<file path="config.mk">
export PLATFORM = sky130hd
export DESIGN_NAME = fc_engine_param
export DESIGN_NICKNAME = d
export VERILOG_FILES = /design/src/rtl/fc_engine_param.sv
export SDC_FILE = /design/constraint.sdc
export NUM_CORES = 1
export LEC_CHECK = 0
export CORE_AREA = 2 2 182 220
export CTS_CLUSTER_SIZE = 14
export DETAILED_ROUTE_END_ITERATION = 10
export DIE_AREA = 0 0 184 222
export GPL_ROUTABILITY_DRIVEN = 1
export PLACE_DENSITY_LB_ADDON = 0.1
export SLEW_MARGIN = 15
export SYNTH_ARGS = -nofsm -noshare
export SYNTH_HDL_FRONTEND = slang
export SYNTH_SLANG_ARGS = --single-unit
</file>
<file path="constraint.sdc">
create_clock -name clk -period 8.5 [get_ports clk]
set_input_delay 2.55 -clock clk [delete_from_list [all_inputs] [get_ports clk]]
set_output_delay 2.55 -clock clk [all_outputs]
set_load 0.01 [all_outputs]
</file>
<file path="src/rtl/fc_engine_param.sv">
// Fully-connected layer engine: int8 activations x int8 weights, LANES MACs
// per cycle, signed accumulate, round/shift/saturate (+ optional ReLU) to int8.
//
// Ports:
//   clk, srst          clock, asynchronous active-high reset
//   start              begin a layer (accepted in IDLE only)
//   mode_relu          clamp negative results to 0 (captured at start)
//   shift_amt          requantisation right-shift (captured at start)
//   busy, done         layer in progress / one-cycle completion pulse
//   act_raddr/rdata    activation SRAM read port (1-cycle latency)
//   wgt_raddr/rdata    weight SRAM read port (1-cycle latency)
//   out_wen            output SRAM write enable, active low
//   out_bytemask       output SRAM byte select, active low
//   out_waddr/wdata    output SRAM word address / byte data
module fc_engine_param #(
   parameter int IN_NEURONS  = 64,
   parameter int OUT_NEURONS = 10,
   parameter int LANES       = 4,
   parameter int ACC_W       = 24,
   parameter int ACT_AW      =
      ($clog2(IN_NEURONS / LANES) < 1) ? 1 :
      $clog2(IN_NEURONS / LANES),
   parameter int WGT_AW      =
      ($clog2(OUT_NEURONS * (IN_NEURONS / LANES)) < 1) ? 1 :
      $clog2(OUT_NEURONS * (IN_NEURONS / LANES)),
   parameter int OUT_AW      =
      ($clog2((OUT_NEURONS + 3) / 4) < 1) ? 1 :
      $clog2((OUT_NEURONS + 3) / 4)
) (
   input  logic                 clk,
   input  logic                 srst,
   input  logic                 start,
   input  logic                 mode_relu,
   input  logic [3:0]           shift_amt,
   output logic                 busy,
   output logic                 done,
   output logic [ACT_AW-1:0]    act_raddr,
   input  logic [LANES*8-1:0]   act_rdata,
   output logic [WGT_AW-1:0]    wgt_raddr,
   input  logic [LANES*8-1:0]   wgt_rdata,
   output logic                 out_wen,
   output logic [3:0]           out_bytemask,
   output logic [OUT_AW-1:0]    out_waddr,
   output logic [7:0]           out_wdata
);

   localparam int BEATS = IN_NEURONS / LANES;
   // Neuron counter keeps at least 2 bits so the byte lane o%4 is
   // always addressable.
   localparam int NW =
      ($clog2(OUT_NEURONS + 1) < 2) ? 2 : $clog2(OUT_NEURONS + 1);

   localparam logic [2:0] S_IDLE  = 3'd0;
   localparam logic [2:0] S_RUN   = 3'd1;
   localparam logic [2:0] S_WAIT  = 3'd2;
   localparam logic [2:0] S_WRITE = 3'd3;
   localparam logic [2:0] S_DONE  = 3'd4;

   logic [2:0]              state_q, state_d;
   logic [ACT_AW-1:0]       beat_q, beat_d;
   logic [NW-1:0]           neuron_q, neuron_d;
   logic [WGT_AW-1:0]       wptr_q, wptr_d;
   logic                    relu_q, relu_d;
   logic [3:0]              shift_q, shift_d;
   logic                    mac_vld_q, mac_vld_d;
   logic                    mac_first_q, mac_first_d;
   logic signed [ACC_W-1:0] acc_q, acc_d;

   logic                    last_beat;
   logic                    last_neuron;
   logic signed [15:0]      prod;
   logic signed [ACC_W-1:0] lane_sum;
   logic signed [ACC_W:0]   rnd_v;
   logic signed [ACC_W:0]   shr_v;
   logic [ACC_W-7:0]        hi_v;
   logic [7:0]              q_v;

   assign last_beat   = (beat_q == ACT_AW'(BEATS - 1));
   assign last_neuron = (neuron_q == NW'(OUT_NEURONS - 1));

   // Control FSM. The weight pointer simply runs over the neuron-major
   // weight layout, so it always equals o*BEATS+k during RUN.
   always_comb begin
      state_d  = state_q;
      beat_d   = beat_q;
      neuron_d = neuron_q;
      wptr_d   = wptr_q;
      relu_d   = relu_q;
      shift_d  = shift_q;
      unique case (state_q)
         S_IDLE: begin
            if (start) begin
               state_d  = S_RUN;
               beat_d   = '0;
               neuron_d = '0;
               wptr_d   = '0;
               relu_d   = mode_relu;
               shift_d  = shift_amt;
            end
         end
         S_RUN: begin
            wptr_d = wptr_q + WGT_AW'(1);
            if (last_beat) begin
               state_d = S_WAIT;
               beat_d  = '0;
            end else begin
               beat_d = beat_q + ACT_AW'(1);
            end
         end
         S_WAIT: begin
            state_d = S_WRITE;
         end
         S_WRITE: begin
            if (last_neuron) begin
               state_d = S_DONE;
            end else begin
               state_d  = S_RUN;
               neuron_d = neuron_q + NW'(1);
            end
         end
         S_DONE: begin
            state_d = S_IDLE;
         end
         default: begin
            state_d = S_IDLE;
         end
      endcase
   end

   // Data returns one cycle after the address, so the MAC stage is
   // tagged by a registered copy of "was in RUN" and "was beat 0".
   assign mac_vld_d   = (state_q == S_RUN);
   assign mac_first_d = (beat_q == '0);

   always_comb begin
      prod     = '0;
      lane_sum = '0;
      for (int i = 0; i < LANES; i++) begin
         prod     = $signed(act_rdata[8*i +: 8]) *
                    $signed(wgt_rdata[8*i +: 8]);
         lane_sum = lane_sum + ACC_W'(prod);
      end
   end

   always_comb begin
      acc_d = acc_q;
      if (mac_vld_q) begin
         if (mac_first_q) begin
            acc_d = lane_sum;
         end else begin
            acc_d = acc_q + lane_sum;
         end
      end
   end

   // Requantise: round-half-up, arithmetic shift, saturate, optional ReLU.
   // One extra bit absorbs the rounding add.
   always_comb begin
      rnd_v = {acc_q[ACC_W-1], acc_q};
      if (shift_q != 4'd0) begin
         rnd_v = rnd_v + ((ACC_W + 1)'(1) << (shift_q - 4'd1));
      end
      shr_v = rnd_v >>> shift_q;
      // Fits in int8 when bits [ACC_W:7] are all equal.
      hi_v  = shr_v[ACC_W:7];
      if ((&hi_v) || !(|hi_v)) begin
         q_v = shr_v[7:0];
      end else if (shr_v[ACC_W]) begin
         q_v = 8'h80;
      end else begin
         q_v = 8'h7F;
      end
      if (relu_q && q_v[7]) begin
         q_v = 8'h00;
      end
   end

   always_ff @(posedge clk or posedge srst) begin
      if (srst) begin
         state_q     <= S_IDLE;
         beat_q      <= '0;
         neuron_q    <= '0;
         wptr_q      <= '0;
         relu_q      <= 1'b0;
         shift_q     <= '0;
         mac_vld_q   <= 1'b0;
         mac_first_q <= 1'b0;
         acc_q       <= '0;
      end else begin
         state_q     <= state_d;
         beat_q      <= beat_d;
         neuron_q    <= neuron_d;
         wptr_q      <= wptr_d;
         relu_q      <= relu_d;
         shift_q     <= shift_d;
         mac_vld_q   <= mac_vld_d;
         mac_first_q <= mac_first_d;
         acc_q       <= acc_d;
      end
   end

   // Outputs decode straight from registered state, so an asynchronous
   // reset pulls them to their idle values in the same cycle.
   assign busy      = (state_q != S_IDLE);
   assign done      = (state_q == S_DONE);
   assign act_raddr = (state_q == S_RUN) ? beat_q : '0;
   assign wgt_raddr = (state_q == S_RUN) ? wptr_q : '0;

   always_comb begin
      out_wen      = 1'b1;
      out_bytemask = 4'b1111;
      out_waddr    = '0;
      out_wdata    = '0;
      if (state_q == S_WRITE) begin
         out_wen      = 1'b0;
         out_bytemask = ~(4'b0001 << neuron_q[1:0]);
         out_waddr    = OUT_AW'(neuron_q >> 2);
         out_wdata    = q_v;
      end
   end

endmodule
</file>
Word-level counts from Yosys, hierarchy flattened. Cells that the tools add are included.

$add $sub $neg: 9. Multiply operators: 4. Equality and inequality tests: 9. Shift-type cells: 3. Multiplexer cells: 22. Bitwise operators: 1. Reduce and logical (&&, ||, !) cells: 15.

Operator list (count): $mul 8x8->16 (4); $mux 8 (6); $add 24x25->25 (1); $mux 25 (1); $shl 1x4->25 const A (1); $sshr 25x4->25 (1); $add 24x19->24 (1); $mux 24 (1); $mux 4 (5); $add 18x16->19 (1); $add 17x16->18 (1); $reduce_and 18->1 (1); $reduce_or 18->1 (1); $add 16x16->17 (1); $pmux 4 s2 (2); $pmux 8 s2 (1); $pmux 3 s4 (1); $mux 3 (3); $add 4x1->4 const B (2); $add 8x1->8 const B (1); $eq 4x4->1 const B (2); $eq 3x2->1 const B (2); $reduce_and 2->1 (3); $logic_not 4->1 (1); 17 further kinds (19).

Flip-flop bits (word level): 50. Input bits: 72. Output and inout port bits: 29. Word-level logic and storage cells: 72.

Depth between registers and ports, before layout.
Depth in word-level cells: 12. Mapped depth: 37. Depth with buffers taken out: 37.

Least setup slack after synthesis. Ideal clock, no wire load.

Kind: in2reg. Start: input wgt_rdata[2]. End: register acc_q[23]. Library setup time: 0.119 ns. Data arrival time: 10.521 ns. Path slack: -2.140 ns. Stages: 31. Path through: and2_1 -> fa_1 -> inv_1 -> fa_1 -> fa_1 -> fa_1 -> fa_1 -> inv_1 -> fa_1 -> fa_1 -> fa_1 -> ha_1 -> nor2b_1 -> o21ai_0 -> a21boi_0 -> o21ai_0 -> a21boi_0 -> o21ai_0 -> a21boi_0 -> o21ai_0 -> a211oi_1 -> o311ai_0 -> ha_1 -> or3_1 -> o21ai_0 -> o31ai_1 -> nand3_1 -> nand2_1 -> nor4b_1 -> o31ai_1 -> o21a_1.

Longest elaborated chain between the ends: 6.

RTL lines: start: declaration (RTL line 40) `input logic [LANES*8-1:0] wgt_rdata,`; $mul 8x8->16 (*) (RTL line 139) `prod = $signed(act_rdata[8*i +: 8]) *`; $add 16x16->17 (*) (RTL line 141) `lane_sum = lane_sum + ACC_W'(prod);`; $add 17x16->18 (*) (RTL line 141); $add 18x16->19 (*) (RTL line 141); $add 24x19->24 (RTL line 151) `acc_d = acc_q + lane_sum;`; $mux 24 (*) (RTL line 148) `if (mac_first_q) begin`; end signal: assignment (RTL line 188) `acc_q <= '0;`; end signal: assignment (RTL line 198) `acc_q <= acc_d;`; end: declaration (RTL line 67) `logic signed [ACC_W-1:0] acc_q, acc_d;`.

Every way passes the cells marked *; elsewhere a longest branch is shown, timed or not. A chain may end at the register's enable or synchronous reset.

Worst setup path in the final report.
Start: input wgt_rdata[10]. End: register acc_q[23].

Same word-level chain as after synthesis.

==> reports/metrics.yaml <==
outcome:
  status: "finished with violations"
  violations: "setup timing"
critical_path:
  slowest_delay_ns: 0.64
  crit_top_cell: "fa_1"
  startpoint_type: "input port"
  cp_data_required_time_ns: 8.75
  cp_slowest_cell: "fa_2"
  critical_path_class: "in2reg"
  end_kind: "flip-flop"
  cp.arrival_ns: 10.44
  crit_fanout: 6
floorplanning:
  core_area_sq_um: 38500
  fp.dieW_um: 184
  die_area_sq_um: 40800
  pin_count: 101
  start_util_pct: 46.8
  die_y_um: 222
  rows: 79
route:
  wl_per_cell_um: 17.6
  dr.pass1.iters: 5
  vias: 15300
  drc_errors: 0
  wl_met2_um: 27800
  drt_iter0_drc: 533
  drt-met1-wl_um: 19300
  wl_met3_um: 1170
  avgViaCountPerCell: 5.32
  totalWireLength_um: 50600
  ant_nets: 0
  dr.max_layer_used: "met5"
synthesis:
  yosys_warnings: 0
  synth-simple-area-share_pct: 18.3
  synth_top_family_by_area: "adder cells"
  synth_area_per_cell_sq_um: 8.66
  yosysSeqAreaShare_pct: 6.94
  synth-seq-cells: 50
  synthDistinctLibCells: 84
  synthDominantCellAreaShare_pct: 36.4
  synth_compound_area_share_pct: 12.9
  synth-xor-area-share_pct: 2.72
  synth.mux.area_fraction_pct: 2.23
  synth_area_sq_um: 18000
  netlist_instances: 2081
  synthTopCellsByArea: "fa_1 36%, ha_1 10%, inv_1 8.5%"
  synth_edf_count: 0
  ys_async_sr_fraction_pct: 100
  syn_nets: 2631
  yosysTopAreaCell: "fa_1"
  ys.flop_type: "dfrtp_1"
  synth_fa_ha_area_share_pct: 46.8
cells_and_area:
  finish.utilization_pct: 57.4
  instances_no_fill: 2872
  seqCellArea_sq_um: 1250
  fin_nets: 2935
  drive_above_1_share_pct: 21.0
  fillers: 3525
  area_growth_pct: 22.7
  multiInputGateArea_sq_um: 15700
  stdcell_area_sq_um: 22100
  diodes: 0
sta:
  fin_crit_ns: 10.19
  period_share_pct: 120
  setup_viol: 17
  slew_headroom_pct: 31.7
  fmax_ghz: 0.0981
  final-hold-violation-count: 0
  rsz0062_at_grt: "yes"
  worst_slack_ns: -1.69
  worstMarginPinSlew_ns: 1.02
  drv_slew: 0
  finClkSkew_ns: 0.0236
clock_network:
  cts_tree: "done"
  worst_skew_pair.late_latency_ns: 0.33
  cts.root.buffer_cell: "clkbuf_16"
  h-tree-depth: 2
  clkTransAtPathRegs_ns: 0.07
  cts_made_buffers: 5
  cts.path.max_buffers: 2
  cts.sinks: 50
  hold_buffers: 0
grt:
  grt_max_degree: 51
  grt_pass1_wl_um: 82500
  antenna_found_initial: 3
  grt_pass1_vias: 16500
  grt_overflow: 0
  grt_use_total_pct: 25.5
placed_design:
  place_inst: 2826
  place_ws_ns: -2.73
  portBuffers: 100
  place_hpwl_um: 43900
  gp_congestion: 0.970
  postPlaceCellArea_sq_um: 21100
hold_path:
  hold_class: "reg2reg"
run:
  drv_cap: 0
[cell type report]
type	count	share of cell area, %
timing repair buffer	354	12.8
tap	486	2.75
sequential	50	5.66
clock buffer	6	0.628
clock inverter	2	0.175
multi-input combinational	1565	71.1
inverter	409	6.94
[routing by layer]
layer | global-route usage, % | vias up
met4 | 10.2 | 6
met1 | 27.9 | 7540
met5 | 0 | -
li1 | - | 7299
met2 | 50.4 | 310
met3 | 1.49 | 114
[placed cells by master, fill, tap and decap left out, types with 29 or more instances in the layout]
master / instances
buf_4: 226
inv_1: 393
xnor2_1: 32
nand3_1: 31
and2_1: 144
dfrtp_1: 50
nand2_1: 167
ha_1: 133
nor3_1: 29
fa_1: 319
nor2_1: 114
clkdlybuf4s50_1: 36
mux2i_1: 30
o21ai_0: 62
a21oi_1: 85
buf_2: 30
[cells in the mapped netlist, types with 9 or more instances]
library cell and instances:
mux2i_1 30, a21o_1 21, nand4_1 9, a31oi_1 22, nor3_1 35, buf_2 13, xor2_1 18, fa_1 328
or3_1 12, clkbuf_1 27, nand2_1 177, nand2b_1 22, and3_1 15, dfrtp_1 50, ha_1 150, nand3_1 33
a211oi_1 23, a21oi_1 93, nor2_1 123, o31ai_1 15, and2_1 159, o211ai_1 14, nor4_1 13, o21ai_0 73
o21a_1 9, nor2b_1 14, inv_1 409, mux2_2 9, xnor2_1 38
[cell families (layout without fill, tap and decap cells)]
| logic type | Yosys count | in the layout |
|---|---|---|
| buffers and inverters | 466 | 771 |
| flip-flops | 50 | 50 |
| XOR/XNOR | 56 | 56 |
| multiplexers | 39 | 39 |
| AND/OR/NAND/NOR | 646 | 646 |
| AO/OA/AOI/OAI | 346 | 346 |
| adder cells (fa/ha/maj) | 478 | 478 |
[timing repair]
| item | 4_1_cts | 5_1_grt |
|---|---|---|
| endpoints found under the setup margin | 26 | 27 |
| resized for setup | 279 | 118 |
| pin swaps | 102 | 90 |
| gates cloned | 0 | 0 |
| buffers inserted | 30 | 8 |
[registers in the layout, indices dropped and copies added, names as in the netlist]
register / flops
beat_q: 4
state_q: 3
neuron_q: 4
shift_q: 4
acc_q: 24
mac_vld_q: 1
mac_first_q: 1
relu_q: 1
wptr_q: 8
[critical path: cells and delay by family]
kind,cells,cell delay [ns]
buffers and inverters,10,0.93
adder cells (fa/ha/maj),10,4.78
AO/OA/AOI/OAI,5,0.76
AND/OR/NAND/NOR,8,1.23
XOR/XNOR,1,0.19
[through the flow]
stage | hold slack, ns | setup TNS [ns]
after floorplan | 0.442 | -14.79
after global placement | 0.466 | -36.83
after detailed placement | 0.472 | -38.03
after CTS | 0.482 | -22.87
after global routing | 0.522 | -27.93
final | 0.479 | -20.61
[worst paths after layout]
path                          startpoint   endpoint  slack (ns)  cells after the start
max                        wgt_rdata[10]  acc_q[23]       -1.69                     34
min                            wptr_q[7]  wptr_q[7]        0.48                      1
max reg2reg                     acc_q[0]  acc_q[20]        5.19                     15
min reg2reg                    wptr_q[7]  wptr_q[7]        0.48                      1
max in group asynchronous           srst   acc_q[3]        5.25                      3
min in group asynchronous           srst  wptr_q[3]        2.74                      3
Power is not shown: default switching activity piles up to over one toggle a cycle in this logic, so the estimate is an artifact.
